File: config.mk
export PLATFORM = sky130hd
export DESIGN_NAME = fft_in_streamer
export DESIGN_NICKNAME = d
export VERILOG_FILES = /design/src/rtl/fft_in_streamer.sv
export SDC_FILE = /design/constraint.sdc
export NUM_CORES = 1
export LEC_CHECK = 0
export CORE_UTILIZATION = 61
export CTS_BUF_LIST = sky130_fd_sc_hd__clkbuf_4 sky130_fd_sc_hd__clkbuf_8
export CTS_CLUSTER_DIAMETER = 150
export DETAILED_ROUTE_END_ITERATION = 7
export PLACE_DENSITY = 0.86
export RECOVER_POWER = 100
export SLEW_MARGIN = 20
export SYNTH_ARGS = -nofsm -noshare
export SYNTH_HDL_FRONTEND = slang
export SYNTH_SLANG_ARGS = --single-unit
File: constraint.sdc
create_clock -name clk -period 3.8 [get_ports clk]
set_clock_uncertainty 0.1 [all_clocks]
set_input_delay 0.57 -clock clk [delete_from_list [all_inputs] [get_ports clk]]
set_output_delay 0.57 -clock clk [all_outputs]
set_load 0.05 [all_outputs]
File: src/rtl/fft_in_streamer.sv
// Sample feeder for the 16-point FFT core: valid/ready upstream, small FIFO, stall-aware push.
// Optional zero padding of short frames when FFT_IN_STREAMER_ZERO_PAD_EN is defined.
module fft_in_streamer #(
  parameter int unsigned DEPTH     = 4,
  parameter int unsigned FRAME_LEN = 16
) (
  input  logic        clk,
  input  logic        reset,
  input  logic        s_valid,
  output logic        s_ready,
  input  logic [15:0] s_real,
  input  logic [15:0] s_imag,
  input  logic        s_last,
  output logic        in_push,
  output logic [15:0] in_real,
  output logic [15:0] in_imag,
  input  logic        in_stall,
  output logic [3:0]  beat_idx,
  output logic [7:0]  frame_cnt,
  output logic        frame_err
);

  localparam int unsigned AW = (DEPTH > 1) ? $clog2(DEPTH) : 1;
  localparam int unsigned CW = AW + 1;
  localparam logic [3:0]  LAST_BEAT = 4'(FRAME_LEN - 1);

  typedef enum logic [1:0] {
    ST_STREAM = 2'd0,
    ST_WAIT   = 2'd1
`ifdef FFT_IN_STREAMER_ZERO_PAD_EN
    , ST_PAD  = 2'd2
`endif
  } state_e;

  state_e          state_q, state_d;
  logic [AW-1:0]   rd_ptr_q, rd_ptr_d;
  logic [AW-1:0]   wr_ptr_q, wr_ptr_d;
  logic [CW-1:0]   count_q, count_d;
  logic [3:0]      beat_q, beat_d;
  logic [7:0]      frame_q, frame_d;
  logic            err_q, err_d;

  logic [15:0]     mem_real_q [DEPTH];
  logic [15:0]     mem_real_d [DEPTH];
  logic [15:0]     mem_imag_q [DEPTH];
  logic [15:0]     mem_imag_d [DEPTH];
  logic            mem_last_q [DEPTH];
  logic            mem_last_d [DEPTH];

  logic            fifo_nonempty;
  logic            head_valid;
  logic            head_last;
  logic            accept;
  logic            xfer;
  logic            deq;

  always_comb begin
    fifo_nonempty = (count_q != '0);
    head_valid    = (state_q == ST_STREAM) && fifo_nonempty;
    head_last     = mem_last_q[rd_ptr_q];

    s_ready = !reset && (count_q < CW'(DEPTH));
`ifdef FFT_IN_STREAMER_ZERO_PAD_EN
    in_push = head_valid || (state_q == ST_PAD);
`else
    in_push = head_valid;
`endif
    // Outside a live FIFO transfer (WAIT, PAD, empty) the data bus reads zero.
    in_real = head_valid ? mem_real_q[rd_ptr_q] : '0;
    in_imag = head_valid ? mem_imag_q[rd_ptr_q] : '0;

    beat_idx  = beat_q;
    frame_cnt = frame_q;
    frame_err = err_q;

    accept = s_valid && s_ready;
    xfer   = in_push && !in_stall;
    deq    = xfer && (state_q == ST_STREAM);
  end

  always_comb begin
    mem_real_d = mem_real_q;
    mem_imag_d = mem_imag_q;
    mem_last_d = mem_last_q;
    wr_ptr_d   = wr_ptr_q;
    rd_ptr_d   = rd_ptr_q;
    if (accept) begin
      mem_real_d[wr_ptr_q] = s_real;
      mem_imag_d[wr_ptr_q] = s_imag;
      mem_last_d[wr_ptr_q] = s_last;
      wr_ptr_d             = wr_ptr_q + AW'(1);
    end
    if (deq) begin
      rd_ptr_d = rd_ptr_q + AW'(1);
    end
    count_d = count_q + CW'(accept) - CW'(deq);
  end

  always_comb begin
    state_d = state_q;
    beat_d  = beat_q;
    frame_d = frame_q;
    err_d   = err_q;
    case (state_q)
      ST_STREAM: begin
        if (xfer) begin
          if (beat_q == LAST_BEAT) begin
            if (!head_last) err_d = 1'b1;
            beat_d  = '0;
            frame_d = frame_q + 8'd1;
            state_d = ST_WAIT;
          end else begin
            beat_d = beat_q + 4'd1;
            if (head_last) begin
`ifdef FFT_IN_STREAMER_ZERO_PAD_EN
              state_d = ST_PAD;
`else
              err_d = 1'b1;
`endif
            end
          end
        end
      end
      // Hold off the next frame until the core has shown it is busy closing this one.
      ST_WAIT: begin
        if (in_stall) state_d = ST_STREAM;
      end
`ifdef FFT_IN_STREAMER_ZERO_PAD_EN
      ST_PAD: begin
        if (xfer) begin
          if (beat_q == LAST_BEAT) begin
            beat_d  = '0;
            frame_d = frame_q + 8'd1;
            state_d = ST_WAIT;
          end else begin
            beat_d = beat_q + 4'd1;
          end
        end
      end
`endif
      default: state_d = ST_STREAM;
    endcase
  end

  always_ff @(posedge clk) begin
    if (reset) begin
      state_q  <= ST_STREAM;
      rd_ptr_q <= '0;
      wr_ptr_q <= '0;
      count_q  <= '0;
      beat_q   <= '0;
      frame_q  <= '0;
      err_q    <= 1'b0;
    end else begin
      state_q  <= state_d;
      rd_ptr_q <= rd_ptr_d;
      wr_ptr_q <= wr_ptr_d;
      count_q  <= count_d;
      beat_q   <= beat_d;
      frame_q  <= frame_d;
      err_q    <= err_d;
    end
  end

  // Storage needs no reset: pointers and count define which entries are live.
  always_ff @(posedge clk) begin
    mem_real_q <= mem_real_d;
    mem_imag_q <= mem_imag_d;
    mem_last_q <= mem_last_d;
  end

endmodule
==> results.cfg <==
[timing]
setup_ws_ns = 0.4028
timing.fmax_ghz = 0.2944
slew_headroom_pct = -19.52
fin_crit_ns = 3.397
tightest_slew_ns = 1.793
drv_slew = 136
hold_viol = 0
timing.setup.tns_ns = 0
setup_violations = 0
rsz0062_at_grt = no
period_share_pct = 89.40

[critical_path]
critPathArrivalTime_ns = 2.73
slowest_delay_ns = 0.91
worst-setup-path-type = reg2out
crit_fanout = 33
cp-startpoint = count_q[1]$_SDFF_PP0_
rr_worst_depth = 11
worstReg2RegEnd = count_q[2]$_SDFF_PP0_
cp_cell_sequence = or3_1 -> nand2b_4 -> nor2b_1 -> dlygate4sd3_1
crit_slowest_cell = dlygate4sd3_1
reg2reg_slack_ns = 1.00
cp-start-kind = flop
r2r-start = count_q[2]$_SDFF_PP0_
crit_path_end_kind = output port
critPathRequiredTime_ns = 3.13

[placed_design]
placement.io_buffers = 83
gp_congestion = 0.7515
dp_slack_ns = 0.5665
dpl.hpwl_um = 6911

[floorplanning]
die_y_um = 101.5
start_util_pct = 64.17
die_x_um = 101.5
design.core.area_um2 = 9415
die_area_um2 = 10310
row_count = 35
ios = 84

[outcome]
violations = max-capacitance violations, max-slew violations
status = finished, violations left

[cells_and_area]
drive_gt1_share_pct = 17.21
n_antenna_cell = 0
finalNetCount = 464
syn_to_final_growth_pct = 22.22
post-route-util_pct = 78.43

[worst_hold_path]
hold_class = reg2reg
min_from = frame_err$_SDFFE_PP0P_
hold_end = frame_err$_SDFFE_PP0P_
whs_path_depth = 2

[clock_network]
path_clk_slew_ns = 0.08
cts_tree = done
cts.repair.resized = 0
worstSkewPairLatency_ns = 0.43
clock_path_buffers = 2
cts_root_buf = clkbuf_8
post_cts_buffers = 0
h-tree-depth = 4
cts_buffers = 17
hold_buffers = 0
clkSinkCount = 153

[drt]
dr_wl_met3_um = 594
wl_met2_um = 5934
drtPass1Iterations = 4
vias = 3201
routedWlPerCell_um = 19.97
vias_per_cell = 5.726
antenna_left = 0
drcViolationCount = 0
top_layer_used = met4
drt_iter0_markers = 127
finalWirelength_um = 11160
wl_met1_um = 4464

[synth]
syn_area_um2 = 6042
synth_fp_nets = 372
avgSynthCellArea_um2 = 18.53
synth_async_sr_flop_share_pct = 0
synth_edf_count = 132
synth_seq_cells = 153
synth_seq_area_share_pct = 72.56
ys_types = 33
ys_warn_count = 0
synth_top_flop_cell = edfxtp_1
synthCells = 326

[global_route]
overflow = 0
grt_first_pass_wirelength_um = 17420
grt_pass1_vias = 3370
grt_max_degree = 34
antenna_found_initial = 0
grt_util_all_layers_pct = 24.11

[power_and_ir_drop]
peakVddDrop_v = 0.0006669
p_per_area_nw_per_um2 = 699.6
p_leak_nw = 2.539

[run]
maxCapViolations = 4
## metal layers
| layer | GRT usage (%) | vias up |
|---|---|---|
| met5 | 0 | - |
| met1 | 29.43 | 1629 |
| li1 | - | 1444 |
| met4 | 9.365 | 0 |
| met3 | 6.901 | 16 |
| met2 | 41.01 | 112 |
## synth_stat cells, types with 6 or more instances
library cell / instances / share of area, %
a21oi_1: 8 / 0.66
and3_1: 7 / 0.72
buf_2: 6 / 0.50
dfxtp_1: 21 / 7.0
edfxtp_1: 132 / 66
ha_1: 8 / 1.7
inv_1: 7 / 0.43
mux4_2: 33 / 12
nand2_1: 8 / 0.50
nor2_1: 15 / 0.93
nor2b_1: 34 / 3.5
xor2_1: 8 / 1.2
## registers in the layout, summed over array words and instances, names as in the netlist
| name | cells |
|---|---|
| frame_cnt | 8 |
| mem_last_q | 4 |
| wr_ptr_q | 2 |
| state_q | 1 |
| count_q | 3 |
| frame_err | 1 |
| beat_idx | 4 |
| mem_imag_q | 64 |
| rd_ptr_q | 2 |
| mem_real_q | 64 |
## how the worst max path moves through the flow
stage | to | slack, ns | cells after the start
6_report | in_imag[8] | 0.40 | 4
5_1_grt | in_imag[11] | 0.28 | 4
4_1_cts | in_imag[8] | 0.10 | 4
3_5_place_dp | in_imag[8] | 0.57 | 4
3_3_place_gp | in_real[14] | 0.65 | 4
2_1_floorplan | count_q[2]$_SDFF_PP0_ | 0.72 | 11
## worst max-delay path, delay by kind of cell (launching register included)
kind / cells / cell delay [ns]
DFF: 1 / 0.41
buffers and inverters: 1 / 0.91
and+or+nand+nor: 3 / 0.97
## stage by stage
step / instance area, um2 / total power [mW] / std cells / hold WS (ns)
finish: 7385 / 5.167 / 559 / 0.3700
CTS: 7412 / 5.282 / 559 / 0.3817
detailed placement: 6995 / 4.013 / 528 / 0.3636
global route: 7385 / 5.350 / 559 / 0.4085
floorplan: 6042 / 3.433 / 326 / 0.3915
global placement: 6995 / 3.968 / 528 / 0.3767
## power breakdown
part | switching [mW] | internal [mW] | leakage, nW
Combinational | 1.24 | 0.661 | 0.965
Sequential | 0.0588 | 1.92 | 1.37
Clock | 0.619 | 0.664 | 0.207
Total | 1.92 | 3.25 | 2.54
## cell families after synthesis
group | count (synthesis) | synth area share [%]
AND/OR/NAND/NOR | 84 | 8.242
multiplexers | 35 | 12.65
XOR/XNOR | 11 | 1.595
buffers and inverters | 22 | 1.864
adder cells (fa/ha/maj) | 9 | 1.988
AO/OA/AOI/OAI | 12 | 1.098
flip-flops | 153 | 72.56
## layout by cell type (no fill, tap or decap), drive strengths merged, types with 2 or more instances in the layout
master	n
buf	5
nand4	5
nand3	5
clkinvlp	2
xnor2	3
ha	8
xor2	8
edfxtp	132
and3	7
bufinv	3
clkbuf	17
or3	4
nor2	16
mux4	33
dlygate4sd3	79
o21ai	2
nand2	8
nor2b	34
nand2b	2
a21oi	8
dfxtp	21
clkdlybuf4s50	4
inv	15
## layout make-up
| class | instances | area, um2 |
|---|---|---|
| Tap cell | 129 | 161.4 |
| Sequential cell | 153 | 4387 |
| Clock inverter | 14 | 182.7 |
| Clock buffer | 17 | 234.0 |
| Multi-Input combinational cell | 151 | 1525 |
| Inverter | 7 | 26.28 |
| Fill cell | 518 | 2031 |
| Timing Repair Buffer | 88 | 868.3 |
Note: power is estimated with default switching activity, not from simulation.
